<file path="config.mk">
export PLATFORM = sky130hd
export DESIGN_NAME = counter_host_ctrl
export DESIGN_NICKNAME = d
export VERILOG_FILES = /design/src/rtl/counter_host_ctrl.sv
export SDC_FILE = /design/constraint.sdc
export NUM_CORES = 1
export LEC_CHECK = 0
export BUFFER_PORTS_ARGS = -buffer_cell sky130_fd_sc_hd__buf_2
export CAP_MARGIN = 40
export CORE_ASPECT_RATIO = 2
export CORE_MARGIN = 8
export CORE_UTILIZATION = 55
export CTS_CLUSTER_DIAMETER = 50
export CTS_CLUSTER_SIZE = 24
export DETAILED_ROUTE_END_ITERATION = 10
export PLACE_DENSITY = 0.78
export REMOVE_ABC_BUFFERS = 1
export SLEW_MARGIN = 0
export SYNTH_ARGS = -nofsm -noshare
export SYNTH_HDL_FRONTEND = slang
export SYNTH_SLANG_ARGS = --single-unit
</file>
<file path="constraint.sdc">
create_clock -name clk_in -period 3.5 [get_ports clk_in]
set_input_delay 0.35 -clock clk_in [delete_from_list [all_inputs] [get_ports clk_in]]
set_output_delay 0.35 -clock clk_in [all_outputs]
set_load 0.05 [all_outputs]
</file>
<file path="src/rtl/counter_host_ctrl.sv">
// Bus-master sequencer for the up/down counter peripheral: programs PLR/ULR/LLR/CCR,
// optionally verifies them by read-back, starts the counter and reports a status code.
module counter_host_ctrl #(
  parameter int WR_PULSE    = 2,
  parameter int RD_PULSE    = 2,
  parameter bit VERIFY_EN   = 1'b1,
  parameter int START_PULSE = 1,
  parameter int TIMEOUT     = 65535
) (
  input  logic       clk_in,
  input  logic       reset_in,
  input  logic       go_in,
  input  logic       abort_in,
  input  logic [7:0] plr_cfg_in,
  input  logic [7:0] ulr_cfg_in,
  input  logic [7:0] llr_cfg_in,
  input  logic [7:0] ccr_cfg_in,
  input  logic [7:0] rdata_in,
  input  logic       ec_in,
  input  logic       err_in,
  output logic       ncs_out,
  output logic       nwr_out,
  output logic       nrd_out,
  output logic       a0_out,
  output logic       a1_out,
  output logic [7:0] dout_out,
  output logic       start_out,
  output logic       busy_out,
  output logic       done_out,
  output logic [2:0] status_out
);

  // state     | meaning
  // S_IDLE    | waiting for go_in, bus released
  // S_PRECHK  | range check plr against [llr, ulr]
  // S_W_SETUP | address/data presented for register idx
  // S_W_STROBE| nwr low for WR_PULSE cycles
  // S_W_HOLD  | nwr high, address/data held
  // S_R_SETUP | address presented for read-back of idx
  // S_R_STROBE| nrd low for RD_PULSE cycles, rdata sampled on the last
  // S_R_HOLD  | nrd high, address held
  // S_START   | start_out high for START_PULSE cycles
  // S_WAIT    | watching err/ec with timeout
  // S_RELEASE | chip select released, done pulse, status latched
  typedef enum logic [3:0] {
    S_IDLE, S_PRECHK, S_W_SETUP, S_W_STROBE, S_W_HOLD,
    S_R_SETUP, S_R_STROBE, S_R_HOLD, S_START, S_WAIT, S_RELEASE
  } state_t;

  localparam logic [15:0] WR_LD = 16'(WR_PULSE - 1);
  localparam logic [15:0] RD_LD = 16'(RD_PULSE - 1);
  localparam logic [15:0] ST_LD = 16'(START_PULSE - 1);
  localparam logic [15:0] TO_LD = 16'(TIMEOUT - 1);

  state_t          state, nxt;
  logic [1:0]      idx, idx_nxt;
  logic [15:0]     tmr, tmr_nxt;
  logic            mism, mism_nxt;
  logic [2:0]      stat_nxt;
  logic            capture;
  logic [3:0][7:0] shadow;   // [0]=PLR [1]=ULR [2]=LLR [3]=CCR
  logic            nxt_bus, nxt_wr;

  always_comb begin
    nxt      = state;
    idx_nxt  = idx;
    tmr_nxt  = (tmr != 16'd0) ? tmr - 16'd1 : 16'd0;
    mism_nxt = mism;
    stat_nxt = 3'd0;
    capture  = 1'b0;
    case (state)
      S_IDLE: begin
        if (go_in) begin
          capture  = 1'b1;
          mism_nxt = 1'b0;
          nxt      = S_PRECHK;
        end
      end
      S_PRECHK: begin
        if ((shadow[0] < shadow[2]) || (shadow[0] > shadow[1])) begin
          stat_nxt = 3'd1;
          nxt      = S_RELEASE;
        end else begin
          idx_nxt = 2'd0;
          nxt     = S_W_SETUP;
        end
      end
      S_W_SETUP: begin
        tmr_nxt = WR_LD;
        nxt     = S_W_STROBE;
      end
      S_W_STROBE: begin
        if (tmr == 16'd0) nxt = S_W_HOLD;
      end
      S_W_HOLD: begin
        if (idx == 2'd3) begin
          idx_nxt = 2'd0;
          if (VERIFY_EN) begin
            nxt = S_R_SETUP;
          end else begin
            tmr_nxt = ST_LD;
            nxt     = S_START;
          end
        end else begin
          idx_nxt = idx + 2'd1;
          nxt     = S_W_SETUP;
        end
      end
      S_R_SETUP: begin
        tmr_nxt = RD_LD;
        nxt     = S_R_STROBE;
      end
      S_R_STROBE: begin
        if (tmr == 16'd0) begin
          if (rdata_in != shadow[idx]) mism_nxt = 1'b1;
          nxt = S_R_HOLD;
        end
      end
      S_R_HOLD: begin
        if (idx == 2'd3) begin
          idx_nxt = 2'd0;
          if (mism) begin
            stat_nxt = 3'd2;
            nxt      = S_RELEASE;
          end else begin
            tmr_nxt = ST_LD;
            nxt     = S_START;
          end
        end else begin
          idx_nxt = idx + 2'd1;
          nxt     = S_R_SETUP;
        end
      end
      S_START: begin
        if (tmr == 16'd0) begin
          tmr_nxt = TO_LD;
          nxt     = S_WAIT;
        end
      end
      S_WAIT: begin
        if (err_in) begin
          stat_nxt = 3'd3;
          nxt      = S_RELEASE;
        end else if (ec_in) begin
          stat_nxt = 3'd0;
          nxt      = S_RELEASE;
        end else if (tmr == 16'd0) begin
          stat_nxt = 3'd4;
          nxt      = S_RELEASE;
        end
      end
      S_RELEASE: nxt = S_IDLE;
      default:   nxt = S_IDLE;
    endcase
    if (abort_in && (state != S_IDLE) && (state != S_RELEASE)) begin
      stat_nxt = 3'd5;
      nxt      = S_RELEASE;
    end
  end

  assign nxt_wr  = nxt inside {S_W_SETUP, S_W_STROBE, S_W_HOLD};
  assign nxt_bus = nxt_wr || (nxt inside {S_R_SETUP, S_R_STROBE, S_R_HOLD});

  // Outputs are registered from the next state so they line up with the state register.
  always_ff @(posedge clk_in or posedge reset_in) begin
    if (reset_in) begin
      state      <= S_IDLE;
      idx        <= 2'd0;
      tmr        <= 16'd0;
      mism       <= 1'b0;
      shadow     <= '0;
      ncs_out    <= 1'b1;
      nwr_out    <= 1'b1;
      nrd_out    <= 1'b1;
      a0_out     <= 1'b0;
      a1_out     <= 1'b0;
      dout_out   <= 8'd0;
      start_out  <= 1'b0;
      busy_out   <= 1'b0;
      done_out   <= 1'b0;
      status_out <= 3'd0;
    end else begin
      state <= nxt;
      idx   <= idx_nxt;
      tmr   <= tmr_nxt;
      mism  <= mism_nxt;
      if (capture) shadow <= {ccr_cfg_in, llr_cfg_in, ulr_cfg_in, plr_cfg_in};
      ncs_out   <= (nxt == S_IDLE) || (nxt == S_RELEASE);
      nwr_out   <= (nxt != S_W_STROBE);
      nrd_out   <= (nxt != S_R_STROBE);
      a0_out    <= nxt_bus ? idx_nxt[1] : 1'b0;
      a1_out    <= nxt_bus ? idx_nxt[0] : 1'b0;
      dout_out  <= nxt_wr ? shadow[idx_nxt] : 8'd0;
      start_out <= (nxt == S_START);
      busy_out  <= (nxt != S_IDLE) && (nxt != S_RELEASE);
      done_out  <= (nxt == S_RELEASE);
      if (nxt == S_RELEASE) status_out <= stat_nxt;
    end
  end

endmodule

</file>
==> summary.txt <==
Power
  • Leakage: 2.28 nW
  • Max VDD drop: slightly above 0.0005 V
  • Total power: 4.59 mW
  • Power per cell area: 930 mW/mm2

Synth
  • Sequential fraction of the synthesis area: approximately 45%
  • Area leader, netlist: dfrtp_1
  • Dominant cells by area after synthesis: dfrtp_1, mux2_2, ha_1
  • Ys Warns: 0
  • Synthesis-stage register bit count: 74
  • Share of the synthesized area in the top cell type: 42.8%
  • Primary FF master, synth: dfrtp_1
  • Netlist cell types: 56
  • Syn Area/Cell: 10.5 um2
  • Fraction of registers with async set/reset: 100%
  • EDFF count, synth: 0
  • Post-Syn Area: 0.00416 mm2
  • Syn Inst Count: 396

Route
  • First-pass DRT Iterations: 4
  • Per-cell routed wire length: 17.0 um
  • Routed Antenna Nets: 0
  • DR DRC count: 0
  • Final WL: between 9 and 10 mm
  • Via/cell ratio: 5.89
  • 1st-iter DRT viols: 211
  • Via count: roughly 3400

STA
  • RSZ-0062 raised after global routing: no
  • Final Slew Violations: 0
  • Post-layout min period: a little under 3 ns
  • Final Skew: roughly 0.0033 ns
  • Max-slew headroom: 52.1%
  • Fin crit share: 84.0%
  • Final setup viols: 0
  • Fin worst setup slack: 0.558 ns
  • TNS Setup: 0 ns
  • Worst-margin pin slew: 0.712 ns
  • Final hold violations: 0
  • Fmax: 340 MHz

Setup path
  • Critical Path Start Type: flop
  • CP arrival: around 3.1 ns
  • Crit Path Class: reg -> reg
  • Req. time, crit path: 3.68 ns
  • Crit-path slowest cell: or4_4
  • Top delay family on crit path: simple AND/OR/NAND/NOR gates
  • Buf+Inv Stages, Crit Path: 0
  • Critical path's largest stage delay: 0.57 ns
  • Critical Path End Type: flop
  • Critical Path, Cell by Cell: or3_1 -> or4_4 -> nor3_4 -> o221a_2 -> a211oi_1 -> a32oi_2 -> a221oi_1
  • CP max FO: 8

Min path
  • Hold Path Class: in -> reg

Placement
  • Post-DP HPWL: 7.03 mm
  • Pre-CTS setup slack: 0.564 ns
  • Buffers on Ports: 64
  • Gpl congestion: 0.895

Flow run
  • Max Cap Viol: 0

Finish
  • Share of layout cells above drive strength 1: between 30% and 40%
  • ANT cells: 0
  • Register area: 0.00186 mm2
  • Footprint of the multi-input gates: between 0.002 and 0.0025 mm2
  • Nets: approximately 530
  • Area growth, synth to finish: 18.9%
  • # fillers: 591

GRT
  • Congestion Overflow GR: 0
  • Vias in the first global route: 3474
  • Total track usage: 18.9%
  • Initial antenna violation count: 0
  • Global-route wire length before repair: 16.4 mm
  • Largest net degree at the start of global routing: 37

Clock tree
  • Htree depth: 3
  • CTS Buffer Depth: 2
  • Clk sinks: 74
  • Worst-path clk slew: 0.05 ns
  • CTS tree: built
  • CTS root buf: clkbuf_16
  • TritonCTS Buffers: 9
  • Gates resized, CTS repair: 0
  • Worst skew pair latency: 0.34 ns

Die
  • Die Footprint: 0.0108 mm2
  • Die X: 77.5 um
  • # rows: 45
  • Starting density of the core: 55.5%
  • Top-Level Pins: 65
  • Die H: 139 um
  • CORE AREA: roughly 0.0075 mm2

Outcome
  • Status: complete, no violations
## sequential cells by signal, summed over array words and instances, names as in the netlist, 2 cells and up
name and count:
state 4, status_out 3, shadow 32, dout_out 8, idx 2, tmr 16
## repair_timing
action,4_1_cts,5_1_grt
buffers inserted,0,0
hold buffers,1,0
hold endpoints to repair,9,0
## cell usage after synthesis (3+ instances only)
cell type and n:
dfrtp_1 71, a21oi_1 37, mux2_2 33, inv_1 30, nand2_1 26, nor2_1 19, ha_1 18, o21ai_0 17
nand3_1 16, xor2_1 13, a221oi_1 10, clkbuf_1 9, mux4_2 8, nor3_1 7, xnor2_1 7, nor4_1 6
or3_1 6, a211o_1 4, buf_2 4, o211ai_1 4, a211oi_1 3, and2_1 3, dfstp_2 3
## layout by cell type, fill, tap and decap left out, types with 16 or more instances in the layout
| cell | synthesis | routed |
|---|---|---|
| dfrtp_1 | 71 | 71 |
| buf_2 | 4 | 64 |
| a21oi_1 | 37 | 37 |
| mux2_2 | 33 | 33 |
| inv_1 | 30 | 29 |
| nand2_1 | 26 | 26 |
| nor2_1 | 19 | 19 |
| ha_1 | 18 | 18 |
| o21ai_0 | 17 | 17 |
| nand3_1 | 16 | 16 |
## worst paths after layout
path / from / slack [ns] / to / cells past startpoint
max: tmr[8] / 0.56 / dout_out[5] / 7
min: llr_cfg_in[0] / 0.24 / shadow[16] / 2
max reg2reg: tmr[8] / 0.56 / dout_out[5] / 7
min reg2reg: status_out[1] / 0.50 / status_out[1] / 1
max in group asynchronous: reset_in / 2.24 / mism / 5
min in group asynchronous: reset_in / 0.50 / done_out / 3
## worst reg2reg max path: cells and delay by family (launching register included)
kind,cells,cell delay (ns)
compound gates,4,1.02
simple gates,3,1.38
flops,1,0.39
## per-stage QoR
step / utilization, % / hold WS (ns) / area [um2] / instances
final: 66.0 / 0.243 / 4940 / 569
after global routing: 66.0 / 0.239 / 4940 / 569
after detailed placement: 62.0 / 0.313 / 4650 / 552
after floorplan: - / 0.492 / 4090 / 381
after global placement: 61.7 / 0.484 / 4620 / 550
after CTS: 66.0 / 0.236 / 4940 / 569
## per-layer routing
| layer | share of wire [%] | track usage (%) |
|---|---|---|
| met1 | 41 | 22.8 |
| met5 | 0 | 0 |
| met3 | 7.5 | 6.30 |
| met4 | 2.1 | 8.72 |
| met2 | 49 | 29.5 |
## power by group
part / leakage, nW / internal [mW] / switching [mW]
combinational: 1.22 / 0.964 / 1.23
sequential: 0.918 / 1.20 / 0.342
clock: 0.143 / 0.535 / 0.322
total: 2.28 / 2.70 / 1.89
## cell type report
class,count,share of cell area (%)
multi-input combinational,277,43.1
sequential,74,37.6
timing repair buffer,78,8.92
clock buffer,14,5.55
tap,94,2.38
inverter,30,2.28
clock inverter,2,0.203
## cells by family after synthesis
| group | share of synthesized area (%) |
|---|---|
| compound gates | 15.7 |
| xor+xnor | 4.22 |
| fa+ha+maj | 5.42 |
| buf+inv | 4.22 |
| flops | 44.7 |
| mux | 13.3 |
| simple gates | 12.5 |
No activity file was read; power rests on OpenSTA's default activity.
